### src/rtl/portio_pkg.sv
// Shared constants for the MMIO port responder register window.
// Optional change detection is enabled with PORTIO_CHANGE_DETECT_EN.
package portio_pkg;

    localparam logic [31:0] DEFAULT_BASE_ADDR = 32'h1001_0100;

    localparam logic [3:0] OFF_PORTOUT = 4'h0;
    localparam logic [3:0] OFF_PORTIN  = 4'h4;
    localparam logic [3:0] OFF_STATUS  = 4'h8;
    localparam logic [3:0] OFF_TIMER   = 4'hC;

    localparam int CHG_BIT = 0;

    function automatic logic inWindow(
        input logic [31:0] addr,
        input logic [31:0] base
    );
        return (addr[31:4] == base[31:4]) && (addr[1:0] == 2'b00);
    endfunction

endpackage

### src/rtl/sync_2ff.sv
// Two-flop synchronizer for asynchronous input pins.
// Active-low asynchronous reset clears both stages.
module sync_2ff #(
    parameter int WIDTH = 8
) (
    input  logic             clk,
    input  logic             reset,
    input  logic [WIDTH-1:0] d,
    output logic [WIDTH-1:0] q
);

    logic [WIDTH-1:0] meta;

    always_ff @(posedge clk or negedge reset) begin
        if (!reset) begin
            meta <= '0;
            q    <= '0;
        end else begin
            meta <= d;
            q    <= meta;
        end
    end

endmodule

### src/rtl/mmio_port_responder.sv
// Four-word MMIO window: PORTOUT, PORTIN, STATUS, TIMER.
// Define PORTIO_CHANGE_DETECT_EN to build the CHG flag and Irq.
module mmio_port_responder
    import portio_pkg::*;
#(
    parameter logic [31:0] BASE_ADDR = DEFAULT_BASE_ADDR,
    parameter int          IN_WIDTH  = 8
) (
    input  logic                clk,
    input  logic                reset,
    input  logic [31:0]         Address,
    input  logic [31:0]         WriteData,
    input  logic                MemWrite,
    input  logic                MemRead,
    input  logic [IN_WIDTH-1:0] PortIn,
    output logic [31:0]         ReadData,
    output logic                Hit,
    output logic [31:0]         PortOut,
    output logic                Irq
);

    logic [IN_WIDTH-1:0] syncIn;
    logic [31:0]         timer;
    logic [31:0]         statusWord;
    logic                wrEn;

    sync_2ff #(
        .WIDTH(IN_WIDTH)
    ) uSync (
        .clk  (clk),
        .reset(reset),
        .d    (PortIn),
        .q    (syncIn)
    );

    assign Hit  = inWindow(Address, BASE_ADDR);
    assign wrEn = Hit && MemWrite;

    always_comb begin
        ReadData = '0;
        if (Hit && MemRead) begin
            unique case (Address[3:0])
                OFF_PORTOUT: ReadData = PortOut;
                OFF_PORTIN:  ReadData = 32'(syncIn);
                OFF_STATUS:  ReadData = statusWord;
                OFF_TIMER:   ReadData = timer;
                default:     ReadData = '0;
            endcase
        end
    end

    always_ff @(posedge clk or negedge reset) begin
        if (!reset) begin
            PortOut <= '0;
        end else if (wrEn && Address[3:0] == OFF_PORTOUT) begin
            PortOut <= WriteData;
        end
    end

    always_ff @(posedge clk or negedge reset) begin
        if (!reset) begin
            timer <= '0;
        end else if (wrEn && Address[3:0] == OFF_TIMER) begin
            timer <= WriteData;
        end else begin
            timer <= timer + 32'd1;
        end
    end

`ifdef PORTIO_CHANGE_DETECT_EN
    logic [IN_WIDTH-1:0] prevIn;
    logic                chg;
    logic                irqReg;
    logic                chgSet;
    logic                chgClr;

    assign chgSet = (syncIn != prevIn);
    assign chgClr = wrEn && (Address[3:0] == OFF_STATUS)
                 && WriteData[CHG_BIT];

    // Irq drops on the clearing edge so software sees both go low together.
    always_ff @(posedge clk or negedge reset) begin
        if (!reset) begin
            prevIn <= '0;
            chg    <= 1'b0;
            irqReg <= 1'b0;
        end else begin
            prevIn <= syncIn;
            chg    <= chgSet || (chg && !chgClr);
            irqReg <= chg && !chgClr;
        end
    end

    assign statusWord = 32'(chg) << CHG_BIT;
    assign Irq        = irqReg;
`else
    assign statusWord = '0;
    assign Irq        = 1'b0;
`endif

endmodule

### config.mk
export PLATFORM = sky130hd
export DESIGN_NAME = mmio_port_responder
export DESIGN_NICKNAME = d
export VERILOG_FILES = /design/src/rtl/portio_pkg.sv /design/src/rtl/sync_2ff.sv /design/src/rtl/mmio_port_responder.sv
export SDC_FILE = /design/constraint.sdc
export NUM_CORES = 1
export LEC_CHECK = 0
export BUFFER_PORTS_ARGS = -buffer_cell sky130_fd_sc_hd__buf_4
export CAP_MARGIN = 20
export CORE_ASPECT_RATIO = 1.2
export CORE_MARGIN = 2
export CORE_UTILIZATION = 40
export CTS_BUF_LIST = sky130_fd_sc_hd__clkbuf_8
export DETAILED_ROUTE_END_ITERATION = 10
export PLACE_DENSITY = 0.76
export SYNTH_ARGS = -nofsm -noshare
export SYNTH_HDL_FRONTEND = slang
export SYNTH_HIERARCHICAL = 1
export SYNTH_SLANG_ARGS = --single-unit
### constraint.sdc
create_clock -name clk -period 2.2 [get_ports clk]
set_clock_uncertainty 0.1 [all_clocks]
set_input_delay 0.44 -clock clk [delete_from_list [all_inputs] [get_ports clk]]
set_output_delay 0.44 -clock clk [all_outputs]
set_load 0.02 [all_outputs]
==> results.md, run 1 <==
- Critical path cell sequence: buf_4 > nor4_2 > nand4_1 > nor2_4 > o2111ai_4 > buf_12 > buf_12 > nor2_4 > buf_6
- Power per Cell Area: approximately 470 mW/mm^2
- Violated checks: negative setup slack
- Library cell contributing the largest single delay on the critical path: nor4_2
- Total half-perimeter wirelength after legalization and detailed placement: between 8000 and 9000 um
- Master cell of the clock root buffer: clkbuf_8
- Avg Vias per Cell: 5.297
- Worst IR Drop VDD: 383.2 uV
- Mean cell area of the mapped netlist: roughly 10 um^2
- Count of flip-flops with a built-in enable after synthesis: 0
- Count of standard-cell rows: 39
- Synth Area in Simple Gates: 17.10%
- Worst Hold Class: input pin to flip-flop
- Share of cell area taken by muxes after synthesis: 11.66%
- Post-synthesis instance area: 0.003959 mm^2
- Post-detailed-route count of antenna-violating nets: 0
- TritonCTS clock tree: yes
- Number of cells produced by synthesis: approximately 380
- Clock network fraction of design power: 40.4%
- Sum of overflow across all layers after global routing: 0
- Highest clock rate: between 0.4 and 0.5 GHz
- Maximum fanout encountered on the critical timing path: 8
- Final instance area: 0.006111 mm^2
- Final worst-path setup slack: -0.2744 ns
- Net switching share of the total power: 24.26%
- Area share of the largest cell type after synthesis: 50.57%
- Placeable core area: between 0.009 and 0.01 mm^2
- Combinational family with the most area after synthesis: simple AND/OR/NAND/NOR gates
- Number of clock sinks: 80
- Static leakage: 2.633 nW
- Crit path launch type: input pin
- Worst Hold Margin: 0.09179 ns
- Global-route usage over all layers: 22.25%
- Number of setup violations in the final report: 32
- Clock period minus final worst setup slack: 2.474 ns
- Source-to-sink clock delay at the later pin of the worst-skew pair: 0.35 ns
- Number of H-tree branching levels: 3
- Delay-heaviest family, CP: simple AND/OR/NAND/NOR gates
- Number of clock buffers inserted by TritonCTS: 9
- Setup repair after global routing missed its margin: true
- Number of input and output port buffers inserted: 140
- Max-slew violation count: 0
- CP Class: input pin to output pin
- Die width: 94.82 um
- Detailed-route via count: ~3500
- Slew at the pin with the worst max-slew slack: 0.5475 ns
- Final hold violation count: 0
- Number of iterations in the first detailed-routing pass: 4
- Area Growth Syn to Fin: 54.36%
- Clock input transition at the sequential cells of the worst setup and hold paths: 0.09 ns
- Outcome: complete, but fails checks
- Number of DRC markers after the initial detailed-route iteration: 112
- First-pass GRT wire length: 18800 um
- Element type at the critical path end: output pin
- Register bit count reported by yosys: 80
- Async S/R FF share, synth: 100.0%
- Drc violations: 0
- Library cell with the largest summed area after synthesis: dfrtp_1
- Diode count: 0
- Slowest stage delay, CP: approximately 0.26 ns
- Final RePlAce weighted congestion: 0.8495
- Ys flop type: dfrtp_1
- Post-Synth Adder-Cell Area: 0.3161%
- Maximum buffer depth of the clock tree: 2
- Via count of the first global-routing pass: 3809
- Detailed Route WL: 11310 um
- Most frequent cell after synthesis: dfrtp_1
- Initial standard-cell utilization of the core: about two fifths
- MaxCap Viol Count: 0
- Compound-cell area share of the yosys netlist: between 10% and 20%
- Count of different cell masters after synthesis: 30
- Final period util: 112.5%
- Yosys warns: 6
- Arrival time worst endpoint: 1.93 ns
- Internal: roughly 0.0022 W
- Placed instance area: 0.005614 mm^2
- Reg2Reg Setup Slack: roughly 0.15 ns
- Filler cell count in the final layout: about 790
- Commonest cells in the synthesized netlist: 80 x dfrtp_1, 73 x nor2_1, 40 x mux2_2, 32 x a22oi_1, 31 x a21oi_1
- Routed WL per cell: 16.98 um
- Initial antenna violation count: 0
- Synth Area in XOR/XNOR: 6.637%
- Number of I/O pins: approximately 140
- Final Net Count: 615
- Switching power summed over all nets: 0.0006986 W
- Max transition margin: 63.37%
- Comb power frac: roughly 8.0%
- Post-placement worst setup slack: -0.2329 ns
- Register area share after synthesis: 50.57%
- Worst EP required: 1.66 ns
- Pin count of the biggest net entering global routing: 42
- Top post-synthesis cells by area: dfrtp_1 51%, mux2_2 11%, nor2_1 6.9%, a22oi_1 6.1%, xnor2_1 4.6%
- Number of nets produced by synthesis: 459
- CP Buf/Inv Count: 4
- Layout cells sized above 1: 51.01%
- Die Outline Area: 0.01071 mm^2
- Sequential Power Share: 51.6%
- Chip Height: ~110 um
-- routing by layer --
metal	global-route usage [%]	wire (um)
met1	27.31	4409
met5	0	0
met2	40.19	6254
met4	5.121	145
met3	4.061	498
-- final timing paths --
path	endpoint	startpoint	cells past startpoint
hold reg to reg	uSync/q[2]	uSync/meta[2]	0
max in group asynchronous	PortOut[17]	reset	3
setup / recovery	ReadData[28]	Address[24]	9
min in group asynchronous	uSync/meta[0]	reset	2
hold / removal	uSync/meta[6]	PortIn[6]	1
setup reg to reg	timer[21]	timer[4]	5
-- flip-flops by register name (all words and copies together), names as in the netlist --
| name | flops |
|---|---|
| uSync/q | 8 |
| uSync/meta | 8 |
| PortOut | 32 |
| timer | 32 |
-- stage by stage --
step	TNS (ns)	util, %	std cells	power (W)
2_1_floorplan	-1.660	-	382	0.001558
3_3_place_gp	-8.567	58.70	646	0.001727
3_5_place_dp	-10.65	58.70	646	0.001732
4_1_cts	-5.371	63.47	666	0.002891
5_1_grt	-7.958	63.89	666	0.002995
6_report	-6.635	63.89	666	0.002880
-- timing repair --
item / CTS / global route
gates resized for setup: 47 / 7
hold endpoints to repair: 39 / 0
setup buffers: 2 / 0
hold buffers: 1 / 0
pin swaps: 4 / 12
endpoints found under the setup margin: 32 / 34
gates cloned: 1 / 0
-- power groups by stage --
stage	combinational (W)	clock, W	sequential, W
2_1_floorplan	0.0000426	0	0.00152
3_3_place_gp	0.000211	0	0.00152
3_5_place_dp	0.000215	0	0.00152
4_1_cts	0.000225	0.00118	0.00149
5_1_grt	0.000249	0.00126	0.00149
6_report	0.000229	0.00116	0.00149
-- cells by family (layout without fill, tap and decap cells) --
family / Yosys count / count (layout)
buffers and inverters: 31 / 192
AO/OA/AOI/OAI: 64 / 64
other: 1 / 1
adder cells (fa/ha/maj): 1 / 1
XOR/XNOR: 30 / 30
multiplexers: 41 / 41
AND/OR/NAND/NOR: 134 / 134
flip-flops: 80 / 80
-- cells in the final DEF (no fill, tap or decap), types with 2 or more instances in the layout --
| master | netlist | final |
|---|---|---|
| dfrtp_1 | 80 | 80 |
| and3_1 | 2 | 2 |
| and4_1 | 2 | 2 |
| a22oi_1 | 32 | 32 |
| buf_6 | 0 | 43 |
| nand4_1 | 8 | 8 |
| a21oi_1 | 31 | 31 |
| xor2_1 | 9 | 9 |
| nor3_1 | 4 | 4 |
| nor4_4 | 0 | 3 |
| nand3_1 | 10 | 10 |
| nor4_2 | 2 | 5 |
| nor2_4 | 0 | 32 |
| clkbuf_8 | 0 | 10 |
| inv_1 | 5 | 5 |
| mux2_2 | 40 | 40 |
| xnor2_1 | 21 | 21 |
| inv_6 | 0 | 2 |
| nor4_1 | 10 | 4 |
| or3_1 | 6 | 5 |
| buf_4 | 4 | 121 |
| nor2_1 | 73 | 40 |
| nand2_1 | 9 | 9 |
| buf_12 | 0 | 5 |
| nor4b_2 | 2 | 4 |
-- area by class of cell --
type	instances	area, um^2	share of cell area (%)
Sequential cell	80	2002	32.76
Inverter	5	18.77	0.3071
Tap cell	123	153.9	2.518
Clock inverter	6	75.07	1.229
Timing Repair Buffer	171	1530	25.04
Clock buffer	10	137.6	2.252
Multi-Input combinational cell	271	2193	35.89
Power figures use the tool's default switching activity.
==> run 2: changes to the inputs <==
--- a/config.mk
+++ b/config.mk
@@ -9,10 +9,10 @@
 export CAP_MARGIN = 20
 export CORE_ASPECT_RATIO = 1.2
 export CORE_MARGIN = 2
-export CORE_UTILIZATION = 40
+export CORE_UTILIZATION = 50
 export CTS_BUF_LIST = sky130_fd_sc_hd__clkbuf_8
 export DETAILED_ROUTE_END_ITERATION = 10
-export PLACE_DENSITY = 0.76
+export PLACE_DENSITY = 0.89
 export SYNTH_ARGS = -nofsm -noshare
 export SYNTH_HDL_FRONTEND = slang
 export SYNTH_HIERARCHICAL = 1
==> constraint.sdc (replaced) <==
create_clock -name clk -period 3.18 [get_ports clk]
set_clock_uncertainty 0.1 [all_clocks]
set_input_delay 0.636 -clock clk [delete_from_list [all_inputs] [get_ports clk]]
set_output_delay 0.636 -clock clk [all_outputs]
set_load 0.02 [all_outputs]
==> results.md, run 2 (synthesized netlist as in run 1, its figures left out) <==
- Final setup TNS: 0 ns
- Global-route usage over all layers: 25.26%
- Top library cells by usage in the layout, fill and taps aside: 146 x buf_4, 80 x dfrtp_1, 73 x nor2_1
- Arrival time worst endpoint: 2.17 ns
- Crit path launch type: input pin
- Final Net Count: 592
- Filler cell count in the final layout: 575
- Setup repair after global routing missed its margin: false
- Drc violations: 0
- Count of cells resized by post-cts repair: 0
- Delay-heaviest family, CP: simple AND/OR/NAND/NOR gates
- Worst Hold Class: flip-flop to flip-flop
- Pin count of the biggest net entering global routing: 81
- Number of DRC markers after the initial detailed-route iteration: between 200 and 250
- Worst EP required: roughly 2.4 ns
- Core occupancy in the finished layout: 69.29%
- Clock period minus final worst setup slack: 2.906 ns
- Area Growth Syn to Fin: 34.13%
- Final RePlAce weighted congestion: roughly 0.83
- Die Outline Area: 0.008649 mm^2
- Final hold violation count: 0
- MaxCap Viol Count: 0
- Cell repeated most along the worst path: buf_4
- Slew at the pin with the worst max-slew slack: 1.003 ns
- Top flop regs: PortOut (32), timer (32)
- TritonCTS clock tree: yes
- CP Class: input pin to output pin
- Sum of overflow across all layers after global routing: 0
- Diode count: 0
- Placed instance area: 0.005121 mm^2
- Die width: 85.23 um
- Max transition margin: 33.11%
- Number of placed cells counting well taps: 596
- Maximum fanout encountered on the critical timing path: 12
- Number of input and output port buffers inserted: 140
- Routed WL per cell: 17.81 um
- Number of setup violations in the final report: 0
- Source-to-sink clock delay at the later pin of the worst-skew pair: 0.36 ns
- Placeable core area: 0.007664 mm^2
- Detailed-route via count: 3509
- Count of standard-cell rows: 35
- Number of iterations in the first detailed-routing pass: 5
- Post-detailed-route count of antenna-violating nets: 0
- Slowest stage delay, CP: approximately 0.40 ns
- Highest clock rate: 0.3441 GHz
- Detailed Route WL: approximately 11000 um
- Clock input transition at the sequential cells of the worst setup and hold paths: 0.09 ns
- Number of clock buffers inserted by TritonCTS: 9
- Startpoint of the lowest-slack hold path: uSync/meta[5]
- Outcome: completed
- Chip Height: 101.5 um
- Layout cells sized above 1: 40.96%
- Worst Hold Margin: 0.2563 ns
- Power per Cell Area: between 300 and 400 mW/mm^2
- Max-slew violation count: 0
- CTS Hold Buffers Added: 0
- Final period util: around 91%
- Via count of the first global-routing pass: 3582
- Element type at the critical path end: output pin
- Number of H-tree branching levels: 3
- Worst IR Drop VDD: 297.8 uV
- Final instance area: between 0.005 and 0.006 mm^2
- Maximum buffer depth of the clock tree: 2
- Static leakage: 2.428 nW
- Initial standard-cell utilization of the core: 51.66%
- Number of clock sinks: 80
- Critical path startpoint: Address[9]
- Total half-perimeter wirelength after legalization and detailed placement: ~7900 um
- Commonest non-fill, non-tap cell in the layout: buf_4
- Number of I/O pins: 142
- # Post-CTS Setup Buffers: 0
- Initial antenna violation count: 0
- Non-filler instance count after layout: 612
- CP Buf/Inv Count: 3
- Avg Vias per Cell: 5.734
- First-pass GRT wire length: 17160 um
- Library cell contributing the largest single delay on the critical path: nor4b_1
- Master cell of the clock root buffer: clkbuf_8
- Beginning of the worst register-to-register path: timer[0]
- Critical path cell sequence: buf_4 > nor4b_1 > nand4_1 > nor2_1 > o2111ai_2 > buf_4 > nor2_1 > buf_4
[run 2: cell count changes in the layout (fill, tap and decap cells not counted), moves of 2 or more]
cell	change
buf_6	-43
nor4b_2	-2
nor4_2	-2
nor4_1	+5
nor4_4	-3
nor4b_1	+3
nor2_1	+33
buf_4	+25
nor2_4	-32
clkinv_4	+2
buf_12	-3
[run 2: power by group]
group | switching (W) | internal, W
registers | 0.00000291 | 0.00103
logic | 0.0000612 | 0.0000708
clock network | 0.000404 | 0.000314
[run 2: worst paths after layout]
path	endpoint	slack [ns]	depth (start not counted)
hold / removal	uSync/q[5]	0.26	0
min in group asynchronous	uSync/meta[5]	0.32	1
setup / recovery	ReadData[3]	0.27	8
setup reg to reg	timer[26]	0.83	6
hold reg to reg	uSync/q[5]	0.26	0
max in group asynchronous	timer[19]	1.98	1
[run 2: final cells by class]
type	count	area [um^2]	share of cell area, %
sequential	80	2002	37.70
multi-input combinational	271	1849	34.83
timing repair buffer	148	1136	21.39
clock buffer	10	137.6	2.592
tap	92	115.1	2.168
clock inverter	6	51.30	0.9661
inverter	5	18.77	0.3534
[run 2: worst register-to-register path, stage by stage, from the launching register on]
cell and delay [ns]:
dfrtp_1 0.43, ha_1 0.21, nand3_1 0.23, nor4_1 0.66, nor4b_2 0.35, xnor2_1 0.18, a21oi_1 0.09
[run 2: per-stage QoR]
stage	total power, W	worst slack (ns)
after floorplan	0.001073	0.1539
after global placement	0.001179	0.2417
after detailed placement	0.001182	0.2568
after CTS	0.001890	0.2391
after global routing	0.001933	0.1304
final	0.001880	0.2735
[run 2: per-layer routing]
layer | share of wire (%) | GRT usage [%] | vias to the layer above
li1 | - | - | 1626
met1 | 38 | 29.74 | 1714
met2 | 53 | 45.55 | 151
met3 | 7.2 | 5.297 | 18
met4 | 2.1 | 9.158 | 0
met5 | 0 | 0 | -
==> run 3: changes to the inputs <==
--- a/config.mk
+++ b/config.mk
@@ -10,9 +10,10 @@
 export CORE_ASPECT_RATIO = 1.2
 export CORE_MARGIN = 2
 export CORE_UTILIZATION = 50
-export CTS_BUF_LIST = sky130_fd_sc_hd__clkbuf_8
+export CTS_BUF_LIST = sky130_fd_sc_hd__clkbuf_4 sky130_fd_sc_hd__clkbuf_8 sky130_fd_sc_hd__clkbuf_16
 export DETAILED_ROUTE_END_ITERATION = 10
 export PLACE_DENSITY = 0.89
+export REMOVE_ABC_BUFFERS = 1
 export SYNTH_ARGS = -nofsm -noshare
 export SYNTH_HDL_FRONTEND = slang
 export SYNTH_HIERARCHICAL = 1
==> results.md, run 3 (synthesized netlist as in run 1, its figures left out) <==
- Outcome: completed
- Slew at the pin with the worst max-slew slack: 1.005 ns
- TritonCTS clock tree: yes
- Sum of overflow across all layers after global routing: 0
- Number of iterations in the first detailed-routing pass: 4
- Power per Cell Area: between 300 and 400 mW/mm^2
- Arrival time worst endpoint: 2.26 ns
- Max transition margin: 32.99%
- Element type at the critical path end: output pin
- Final RePlAce weighted congestion: 0.7943
- Footprint of the flip-flops and latches: 0.002002 mm^2
- Top flop regs: PortOut (32), timer (32)
- Pin count of the biggest net entering global routing: 81
- Reg2Reg Setup Slack: 0.80 ns
- Final setup TNS: 0 ns
- Startpoint of the lowest-slack hold path: uSync/meta[2]
- First-pass GRT wire length: 17080 um
- Avg Vias per Cell: between 5 and 6
- Source-to-sink clock delay at the later pin of the worst-skew pair: 0.35 ns
- Highest clock rate: ~0.33 GHz
- Core occupancy in the finished layout: 69.98%
- Post-detailed-route count of antenna-violating nets: 0
- Number of I/O pins: between 100 and 150
- Placeable core area: 0.007664 mm^2
- Detailed-route via count: approximately 3400
- Clock period minus final worst setup slack: 2.997 ns
- Number of cells traversed by the worst register-to-register path: 6
- Layout cells sized above 1: about two fifths
- Filler cell count in the final layout: 582
- Global-route usage over all layers: approximately a quarter
- Cells on Worst Hold Path: 0
- MaxCap Viol Count: 0
- Die width: between 80 and 90 um
- FF-to-FF End: timer[26]
- Number of DRC markers after the initial detailed-route iteration: around 160
- Met3 wire length: 657 um
- Static leakage: 2.446 nW
- Final Net Count: 591
- Number of input and output port buffers inserted: 140
- Diode count: 0
- Worst IR Drop VDD: 314.4 uV
- Number of H-tree branching levels: 3
- Top library cells by usage in the layout, fill and taps aside: 145 x buf_4, 80 x dfrtp_1, 73 x nor2_1
- Total half-perimeter wirelength after legalization and detailed placement: 7441 um
- Max-slew violation count: 0
- Chip Height: 101.5 um
- Detailed Route WL: 10630 um
- Count of standard-cell rows: 35
- Worst EP required: 2.44 ns
- Initial standard-cell utilization of the core: 51.66%
- Routed length on met1: 4158 um
- Worst Hold Class: flip-flop to flip-flop
- Multi-input logic area: 0.001856 mm^2
- Maximum buffer depth of the clock tree: 2
- Final hold violation count: 0
- Beginning of the worst register-to-register path: timer[0]
- Commonest non-fill, non-tap cell in the layout: buf_4
- Setup repair after global routing missed its margin: false
- Initial antenna violation count: 0
- Area Growth Syn to Fin: 35.46%
- Clock input transition at the sequential cells of the worst setup and hold paths: 0.09 ns
- End point of the most critical hold path: uSync/q[2]
- Final period util: 94.26%
- CTS Hold Buffers Added: 0
- Via count of the first global-routing pass: 3549
- Top metal layer carrying routed signals: met4
- Die Outline Area: around 0.0086 mm^2
- CP Class: input pin to output pin
- Number of setup violations in the final report: 0
- Maximum fanout encountered on the critical timing path: 17
- Drc violations: 0
- Wire length on met2: 5642 um
- Number of clock sinks: 80
- Master cell of the clock root buffer: clkbuf_8
- Routed WL per cell: 17.40 um
- Number of clock buffers inserted by TritonCTS: 9
- Crit path launch type: input pin
-- run 3: routing by layer --
| layer | up-vias | global-route usage (%) |
|---|---|---|
| li1 | 1613 | - |
| met1 | 1686 | 29.73 |
| met2 | 115 | 44.71 |
| met3 | 15 | 5.216 |
| met4 | 0 | 10.01 |
| met5 | - | 0 |
-- run 3: cell type report --
class,count,area share (%)
Clock inverter,7,2.217
Inverter,5,0.3500
Tap cell,92,2.147
Clock buffer,9,2.310
Sequential cell,80,37.33
Multi-Input combinational cell,271,34.60
Timing Repair Buffer,147,21.05
-- run 3: where the power goes --
part           internal [W]  leakage (nW)  switching [W]  total [W]
Combinational     0.0000708          1.27      0.0000594   0.000130
Clock              0.000523         0.116       0.000391   0.000914
Sequential          0.00103          1.06     0.00000307    0.00103
-- run 3: worst max path at each step --
stage | slack [ns] | start | cells past startpoint | endpoint
6_report | 0.18 | Address[26] | 8 | ReadData[7]
5_1_grt | 0.07 | Address[26] | 8 | ReadData[13]
4_1_cts | 0.20 | Address[26] | 8 | ReadData[7]
3_5_place_dp | 0.20 | Address[26] | 8 | ReadData[7]
3_3_place_gp | 0.26 | Address[9] | 8 | ReadData[20]
2_1_floorplan | -1.02 | Address[0] | 3 | timer[0]
-- run 3: repair_timing --
item	4_1_cts	5_1_grt
endpoints found under the setup margin	0	25
buffers inserted	0	0
resized for setup	0	1
-- run 3: worst max-delay path, cell delays in order --
cell and delay (ns):
buf_4 0.11, nor4b_1 0.36, nand4_1 0.17, nor2_1 0.29, o2111ai_2 0.17, buf_4 0.24, nor2_1 0.14, buf_4 0.15
-- run 3: per-stage QoR --
step	std cells	setup WS (ns)	total power [W]	hold WS, ns	area (um^2)
after global placement	595	0.2550	0.001175	0.2328	5114
after CTS	611	0.1958	0.002080	0.2586	5356
after floorplan	356	-1.018	0.001068	0.2312	3842
after global routing	611	0.06689	0.002143	0.2667	5363
final	611	0.1826	0.002073	0.2566	5363
after detailed placement	595	0.1996	0.001179	0.2385	5114
